==> src/rtl/branch_resolve_queue.sv <==
// In-flight branch prediction queue between decode and execute.
// Replays the oldest entry on the predictor update bus when EX resolves it.
module branch_resolve_queue #(
  parameter int HISTORY_SIZE = 10,
  parameter int COUNT_SIZE   = 10,
  parameter int DEPTH_LOG2   = 2
) (
  input  logic                    clk_i,
  input  logic                    rst_i,
  input  logic                    push_i,
  input  logic [HISTORY_SIZE-1:0] push_pc_i,
  input  logic [1:0]              push_predictor_i,
  input  logic [COUNT_SIZE-1:0]   push_pattern_i,
  input  logic                    resolve_i,
  input  logic                    taken_i,
  input  logic                    flush_i,
  output logic                    full_o,
  output logic                    empty_o,
  output logic [DEPTH_LOG2:0]     count_o,
  output logic                    EX_is_Branch_o,
  output logic                    branch_o,
  output logic [HISTORY_SIZE-1:0] write_Branch_PC_o,
  output logic [1:0]              old_predictor_o,
  output logic [COUNT_SIZE-1:0]   old_pattern_o,
  output logic                    mispredict_o,
  output logic [31:0]             branches_o,
  output logic [31:0]             mispredicts_o
);
  localparam int DEPTH = 1 << DEPTH_LOG2;
  localparam int PW    = DEPTH_LOG2 + 1;

  logic [PW-1:0]           rd_ptr_q, rd_ptr_d, wr_ptr_q, wr_ptr_d;
  logic [HISTORY_SIZE-1:0] pc_mem_q   [DEPTH];
  logic [1:0]              pred_mem_q [DEPTH];
  logic [COUNT_SIZE-1:0]   pat_mem_q  [DEPTH];

  logic                    vld_q, br_q, mis_q;
  logic [HISTORY_SIZE-1:0] pc_q;
  logic [1:0]              pred_q;
  logic [COUNT_SIZE-1:0]   pat_q;
  logic [31:0]             branches_q, mispredicts_q;

  logic [DEPTH_LOG2-1:0]   rd_idx, wr_idx;
  logic                    push_ok, pop_ok, mis, squash, wr_en;

  assign rd_idx  = rd_ptr_q[DEPTH_LOG2-1:0];
  assign wr_idx  = wr_ptr_q[DEPTH_LOG2-1:0];
  assign count_o = wr_ptr_q - rd_ptr_q;
  assign empty_o = (wr_ptr_q == rd_ptr_q);
  assign full_o  = (wr_ptr_q[DEPTH_LOG2] != rd_ptr_q[DEPTH_LOG2]) &&
                   (wr_idx == rd_idx);

  // Full is judged before any same-cycle pop, so a push into a full queue is lost.
  assign push_ok = push_i && !full_o;
  assign pop_ok  = resolve_i && !empty_o;
  assign mis     = pop_ok && (taken_i ^ pred_mem_q[rd_idx][1]);
  assign squash  = mis || flush_i;
  assign wr_en   = push_ok && !squash;

  always_comb begin
    rd_ptr_d = rd_ptr_q + {{DEPTH_LOG2{1'b0}}, pop_ok};
    wr_ptr_d = wr_ptr_q;
    if (squash)
      wr_ptr_d = rd_ptr_d;
    else if (push_ok)
      wr_ptr_d = wr_ptr_q + {{DEPTH_LOG2{1'b0}}, 1'b1};
  end

  always_ff @(posedge clk_i) begin
    if (wr_en) begin
      pc_mem_q[wr_idx]   <= push_pc_i;
      pred_mem_q[wr_idx] <= push_predictor_i;
      pat_mem_q[wr_idx]  <= push_pattern_i;
    end
  end

  always_ff @(posedge clk_i) begin
    if (rst_i) begin
      rd_ptr_q <= '0;
      wr_ptr_q <= '0;
    end else begin
      rd_ptr_q <= rd_ptr_d;
      wr_ptr_q <= wr_ptr_d;
    end
  end

  // Update bus: one-cycle pulse after an accepted resolve, zero otherwise.
  always_ff @(posedge clk_i) begin
    if (rst_i || !pop_ok) begin
      vld_q  <= 1'b0;
      br_q   <= 1'b0;
      pc_q   <= '0;
      pred_q <= '0;
      pat_q  <= '0;
      mis_q  <= 1'b0;
    end else begin
      vld_q  <= 1'b1;
      br_q   <= taken_i;
      pc_q   <= pc_mem_q[rd_idx];
      pred_q <= pred_mem_q[rd_idx];
      pat_q  <= pat_mem_q[rd_idx];
      mis_q  <= mis;
    end
  end

  always_ff @(posedge clk_i) begin
    if (rst_i) begin
      branches_q    <= '0;
      mispredicts_q <= '0;
    end else begin
      if (pop_ok) branches_q    <= branches_q + 32'd1;
      if (mis)    mispredicts_q <= mispredicts_q + 32'd1;
    end
  end

  assign EX_is_Branch_o    = vld_q;
  assign branch_o          = br_q;
  assign write_Branch_PC_o = pc_q;
  assign old_predictor_o   = pred_q;
  assign old_pattern_o     = pat_q;
  assign mispredict_o      = mis_q;
  assign branches_o        = branches_q;
  assign mispredicts_o     = mispredicts_q;
endmodule
==> config.mk <==
export PLATFORM = sky130hd
export DESIGN_NAME = branch_resolve_queue
export DESIGN_NICKNAME = d
export VERILOG_FILES = /design/src/rtl/branch_resolve_queue.sv
export SDC_FILE = /design/constraint.sdc
export NUM_CORES = 1
export LEC_CHECK = 0
export ABC_AREA = 1
export CAP_MARGIN = 20
export CORE_ASPECT_RATIO = 1.5
export CORE_UTILIZATION = 50
export CTS_BUF_LIST = sky130_fd_sc_hd__clkbuf_16
export CTS_CLUSTER_DIAMETER = 150
export DETAILED_ROUTE_END_ITERATION = 6
export HOLD_SLACK_MARGIN = 0.03
export PLACE_DENSITY = 0.75
export SYNTH_ARGS = -nofsm -noshare
export SYNTH_HDL_FRONTEND = slang
export SYNTH_SLANG_ARGS = --single-unit
export TNS_END_PERCENT = 1
==> constraint.sdc <==
create_clock -name clk_i -period 6.05 [get_ports clk_i]
set_input_delay 0.9075 -clock clk_i [delete_from_list [all_inputs] [get_ports clk_i]]
set_output_delay 0.9075 -clock clk_i [all_outputs]
set_load 0.03 [all_outputs]
==> results.toml, run 1 <==
[finish]
share_of_post_route_cells_with_drive_strength_above_1_pct = 5.95
num-nets-final = 1135
n_fill_cell = 1335
synthToLayoutAreaGrowth_pct = 25.0
final_common_cell = "sky130_fd_sc_hd__nand2_1"
mostFrequentLayoutCells = "sky130_fd_sc_hd__nand2_1 (225), sky130_fd_sc_hd__nor2_1 (183), sky130_fd_sc_hd__clkdlybuf4s50_1 (121), sky130_fd_sc_hd__dfxtp_1 (95), sky130_fd_sc_hd__edfxtp_1 (88)"
num_antenna_cells = 0

[floorplan]
die_footprint_sq_mm = 0.0168
fp-row-count = 56
dieWidth_um = 106
boundaryPins = 122
core-area_sq_mm = 0.0158
chipHeight_um = 158
initial_utilization_pct = 51.7

[critical_path]
ff2ff_path_depth = 11
slowest_delay_ps = 710
cp_slowest_cell = "sky130_fd_sc_hd__clkdlybuf4s50_1"
crit_path_cell_trace = "buf_4, ha_1, fa_1, xnor2_1, clkdlybuf4s50_1"
cp.arrival_ps = 2580
worst_ep_required_time_ps = 5140
path_delay_family = "buffers and inverters"
critical_path_cell_count = 5
start_kind = "flip-flop"
critical_path.max_fanout = 47
setup.worst_path.end_class = "output pin"
cp.buffers_inverters = 2
criticalPathCategory = "flip-flop to output pin"

[yosys]
synth_area_per_cell_sq_um = 8.35
synthCells = 977
synthesized_nets = 1016
summed_instance_area_of_the_synthesized_netlist_sq_mm = 0.00816
synth.lib_cells_used.distinct = 33
postSynth.topFlopCell = "sky130_fd_sc_hd__dfxtp_1"
synth_seq_area_share_pct = 55.7
yosys_warnings = 0
synth-async-reset-ratio_pct = 0
synth_enable_flop_cells = 88
yosys_register_bits = 183

[route]
drt_pass1_iterations = 5
drc = 0
first_iter_violations = 349
routed_via_density = 5.18
num_vias = 6798
final_antenna_net_count = 0
drt-total-wl_um = 18200
wl_per_cell_um = 13.9

[clock_network]
postCtsHoldBufs = 0
cts.sinks = 183
clkTransAtPathRegs_ps = 80
cts_buffer_depth = 2
insertion_delay_ps = 430
cts_tree = "built"
postCtsSetupRepairBufs = 0
cts_resized = 0
clock_tree.htree_level_count = 4
cts_root_buf = "sky130_fd_sc_hd__clkbuf_16"
numCtsBuffers = 17

[power]
seq_power_share_pct = 43.1
p_int_mw = 2.20
proportion_of_power_drawn_by_the_clock_network_pct = 33.7
switching_share_pct = 33.3
worst_ir_drop_on_vdd_mv = 0.203
combinationalPowerShare_pct = 23.1
totalPowerFinal_mw = 3.29
powerDensity_mw_per_mm2 = 323
switchingPower_mw = 1.09
leakage_nw = 3.57

[global_route]
grt_start_max_net_pins = 48
grt_pass1_wl_um = 29600
antenna_found_initial = 0
grt_use_total_pct = 22.6
gr-total-overflow = 0
first_global_vias = 6316

[sta]
layout_min_cycle_time_ps = 3490
finalSetupViolCount = 0
tns_ps = 0
maximum_clock_skew_at_final_layout_ps = 16.8
timing_worst_slew_pin_value_ps = 810
slew_viol_final = 0
final-hold-violation-count = 0
clock.fmax_mhz = 287
grt_setup_unrepaired = "false"
period_share_pct = 57.6
timing.slew.headroom_pct = 45.9

[placed_design]
port_buffers = 121
place.detailed.hpwl_um = 12600
gp_routability_congestion = 0.929

[hold_path]
worst_hold_path.num_cells = 2
worstHoldPathType = "flip-flop to flip-flop"

[run]
cap_violations = 0

[run_status]
run_status = "finished clean"
## cell type report
type,count,area [sq um],share of cell area [%]
inverter,81,304,2.98
tap,203,254,2.49
clock buffer,17,425,4.17
timing repair buffer,130,1310,12.8
clock inverter,15,190,1.87
sequential,183,4540,44.6
multi-input combinational,683,3170,31.1
## synth_stat cells (2+ instances only)
cell type | n | area share (%)
sky130_fd_sc_hd__nor3_1 | 23 | 1.4
sky130_fd_sc_hd__ha_1 | 10 | 1.5
sky130_fd_sc_hd__nand2_1 | 225 | 10
sky130_fd_sc_hd__nand4_1 | 19 | 1.5
sky130_fd_sc_hd__buf_4 | 4 | 0.37
sky130_fd_sc_hd__o21a_1 | 3 | 0.28
sky130_fd_sc_hd__a31oi_1 | 4 | 0.31
sky130_fd_sc_hd__o21ai_0 | 61 | 3.7
sky130_fd_sc_hd__inv_1 | 78 | 3.6
sky130_fd_sc_hd__nand3_2 | 2 | 0.25
sky130_fd_sc_hd__a21oi_1 | 67 | 4.1
sky130_fd_sc_hd__clkbuf_1 | 17 | 0.78
sky130_fd_sc_hd__buf_2 | 6 | 0.37
sky130_fd_sc_hd__nor2_1 | 187 | 8.6
sky130_fd_sc_hd__dfxtp_1 | 95 | 23
sky130_fd_sc_hd__nor2_2 | 7 | 0.54
sky130_fd_sc_hd__inv_2 | 3 | 0.14
sky130_fd_sc_hd__xor2_1 | 7 | 0.75
sky130_fd_sc_hd__xnor2_1 | 3 | 0.32
sky130_fd_sc_hd__nand2_2 | 3 | 0.23
sky130_fd_sc_hd__nand3b_1 | 10 | 0.92
sky130_fd_sc_hd__buf_6 | 2 | 0.28
sky130_fd_sc_hd__nor3_2 | 4 | 0.49
sky130_fd_sc_hd__nand3_1 | 41 | 2.5
sky130_fd_sc_hd__edfxtp_1 | 88 | 32
## cell families (layout without fill, tap and decap cells)
group / count (synthesis) / after routing / synth area share (%)
AO/OA/AOI/OAI: 138 / 138 / 8.79
AND/OR/NAND/NOR: 524 / 524 / 27.1
buffers and inverters: 111 / 243 / 5.57
XOR/XNOR: 10 / 10 / 1.07
flip-flops: 183 / 183 / 55.7
adder cells (fa/ha/maj): 11 / 11 / 1.78
## power groups by stage
stage / Combinational, mW / Sequential (mW) / Clock (mW)
2_1_floorplan: 0.448 / 1.53 / 0
3_3_place_gp: 0.746 / 1.45 / 0
3_5_place_dp: 0.756 / 1.45 / 0
4_1_cts: 0.760 / 1.42 / 1.14
5_1_grt: 0.841 / 1.43 / 1.18
6_report: 0.762 / 1.42 / 1.11
## worst register-to-register path: stages, from the launching register on
cell	delay [ps]
sky130_fd_sc_hd__dfxtp_1	310
sky130_fd_sc_hd__buf_4	390
sky130_fd_sc_hd__inv_2	390
sky130_fd_sc_hd__nand2_1	160
sky130_fd_sc_hd__nand3_1	100
sky130_fd_sc_hd__nand2_1	120
sky130_fd_sc_hd__nand2_1	70
sky130_fd_sc_hd__nand3_2	50
sky130_fd_sc_hd__buf_4	360
sky130_fd_sc_hd__nand3_1	290
sky130_fd_sc_hd__nor2_2	450
sky130_fd_sc_hd__buf_6	250
## worst paths after layout
check                               startpoint               end  slack (ps)
worst max-delay path               rd_ptr_q[0]        count_o[2]        2560
worst min-delay path            branches_o[16]    branches_o[16]         490
worst max register to register     rd_ptr_q[0]  pred_mem_q[0][1]        2820
worst min register to register  branches_o[16]    branches_o[16]         490
## registers in the layout, summed over array words and instances, names as in the netlist
name and count:
branches_o 32, rd_ptr_q 3, pat_mem_q 40, branch_o 1, mispredict_o 1, old_predictor_o 2
EX_is_Branch_o 1, write_Branch_PC_o 10, old_pattern_o 10, pc_mem_q 40, mispredicts_o 32, pred_mem_q 8
wr_ptr_q 3
## metal layers
metal	routed length [um]	GRT usage, %
met4	406	9.85
met2	9300	40.5
met5	0	0
met1	7640	26.0
met3	845	4.42
## stage by stage
step | instances | hold WS [ps] | worst slack (ps) | utilization (%) | cell area (sq um)
after floorplan | 977 | 490 | 2970 | - | 8160
after global placement | 1277 | 482 | 2490 | 60.4 | 9530
after detailed placement | 1277 | 483 | 2440 | 60.4 | 9530
after CTS | 1309 | 494 | 2520 | 64.3 | 10100
after global routing | 1312 | 525 | 2470 | 64.7 | 10200
final | 1312 | 489 | 2560 | 64.7 | 10200
Note: power is estimated with default switching activity, not from simulation.
==> run 2: changes to the inputs <==
- CORE_UTILIZATION: 50 -> 49
- PLACE_DENSITY: 0.75 -> 0.76
- clock period: 6.05 -> 2.96 ns (I/O delays scaled with it)
==> run 2 against run 1 <==
First-iteration DRC count grew 21%; sequential share of layout area is essentially flat; combinational power grew 110%; clock skew shrank 6.7 ps; power grew 100%; cell count grew 0.76%; critical path depth shrank 1; routed wire length grew 6.6%; core utilization shrank 2.0 points; flip-flop and latch count is the same; clock power grew 100%; critical endpoint is now count_o[0].
==> results.toml, run 2 (same netlist as run 1, synthesis figures left out) <==
[route]
drt-total-wl_um = 19400
num_vias = 6851
drc = 0
first_iter_violations = 423
routed_via_density = 5.18
wl_per_cell_um = 14.7
final_antenna_net_count = 0
drt_pass1_iterations = 5

[power]
worst_ir_drop_on_vdd_mv = 0.594
powerDensity_mw_per_mm2 = 660
leakage_nw = 3.59

[floorplan]
dieWidth_um = 107
fp-row-count = 57
chipHeight_um = 160
boundaryPins = 122
core-area_sq_mm = 0.0163
initial_utilization_pct = 50.2
die_footprint_sq_mm = 0.0172

[sta]
grt_setup_unrepaired = "false"
clock.fmax_mhz = 408
period_share_pct = 82.9
final-hold-violation-count = 0
timing_worst_slew_pin_value_ps = 540
setup_ws_ps = 507
timing.slew.headroom_pct = 63.7
finalSetupViolCount = 0
maximum_clock_skew_at_final_layout_ps = 10.1
slew_viol_final = 0
layout_min_cycle_time_ps = 2450

[critical_path]
worst_ep_required_time_ps = 2520
cp_slowest_cell = "sky130_fd_sc_hd__clkdlybuf4s50_1"
crit_path_cell_trace = "inv_1, ha_1, inv_1, clkdlybuf4s50_1"
regToRegSetupSlack_ps = 600
criticalPathCategory = "flip-flop to output pin"
start_kind = "flip-flop"
setup.worst_path.end_class = "output pin"
cp_common_cell = "sky130_fd_sc_hd__inv_1"
slowest_delay_ps = 670
critical_path.max_fanout = 4
cp.arrival_ps = 2010

[run]
cap_violations = 0

[clock_network]
cts.sinks = 183
cts_root_buf = "sky130_fd_sc_hd__clkbuf_16"
postCtsHoldBufs = 0
numCtsBuffers = 17
postCtsSetupRepairBufs = 0
insertion_delay_ps = 440
clkTransAtPathRegs_ps = 70
cts_tree = "built"
clock_tree.htree_level_count = 4
cts_buffer_depth = 2
cts_resized = 0

[placed_design]
setup_slack_at_placement_ps = 618
port_buffers = 121
dpl-instance-area_sq_mm = 0.00960
gp_routability_congestion = 0.893
place.detailed.hpwl_um = 13400

[hold_path]
worstHoldPathType = "flip-flop to flip-flop"

[global_route]
grt_start_max_net_pins = 37
antenna_found_initial = 0
grt_use_total_pct = 23.8
first_global_vias = 6632
gr-total-overflow = 0
grt_pass1_wl_um = 31800

[finish]
n_fill_cell = 1395
num_antenna_cells = 0
ff_latch_area_sq_mm = 0.00454
synthToLayoutAreaGrowth_pct = 25.0
num-nets-final = 1142
mostFrequentLayoutCells = "sky130_fd_sc_hd__nand2_1 (225), sky130_fd_sc_hd__nor2_1 (183), sky130_fd_sc_hd__clkdlybuf4s50_1 (117), sky130_fd_sc_hd__dfxtp_1 (95), sky130_fd_sc_hd__edfxtp_1 (88)"
stdcell_area_sq_mm = 0.0102
top_regs = "pat_mem_q (40), pc_mem_q (40)"
multiInputGateArea_sq_mm = 0.00317
share_of_post_route_cells_with_drive_strength_above_1_pct = 6.81
final_common_cell = "sky130_fd_sc_hd__nand2_1"

[run_status]
run_status = "finished clean"
run 2: layout make-up:
type | count | area share, %
sequential | 183 | 44.6
multi-input combinational | 683 | 31.1
timing repair buffer | 137 | 13.0
clock buffer | 17 | 4.17
inverter | 81 | 2.98
tap | 206 | 2.53
clock inverter | 15 | 1.73
run 2: critical path: cells and delay by family, from the launching register on:
family,cells,cell delay (ps)
adder cells (fa/ha/maj),1,320
buffers and inverters,3,870
flip-flops,1,390
run 2: per-layer routing:
metal	share of wire (%)	track usage [%]
met5	0	0
met4	1.6	8.78
met3	4.5	4.37
met2	53	44.1
met1	41	26.7
run 2: worst paths after layout:
path / from / endpoint / depth (start not counted)
max: wr_ptr_q[0] / count_o[0] / 4
min: mispredicts_o[4] / mispredicts_o[4] / 1
max reg2reg: wr_ptr_q[0] / pat_mem_q[1][6] / 8
min reg2reg: mispredicts_o[4] / mispredicts_o[4] / 1
run 2: power breakdown:
group / switching, mW / internal [mW] / total [mW]
clock: 1.09 / 1.14 / 2.23
combinational: 1.07 / 0.513 / 1.59
sequential: 0.0832 / 2.83 / 2.92
total: 2.25 / 4.48 / 6.74
run 2: per-stage QoR:
step	hold slack [ps]	util (%)	setup TNS (ps)	cells	power, mW
final	498	62.7	0	1322	6.74
after global routing	531	62.7	0	1322	7.06
after CTS	501	62.7	0	1322	6.79
after detailed placement	482	59.0	0	1290	4.56
after global placement	469	59.0	0	1290	4.53
after floorplan	490	-	-10830	977	4.03
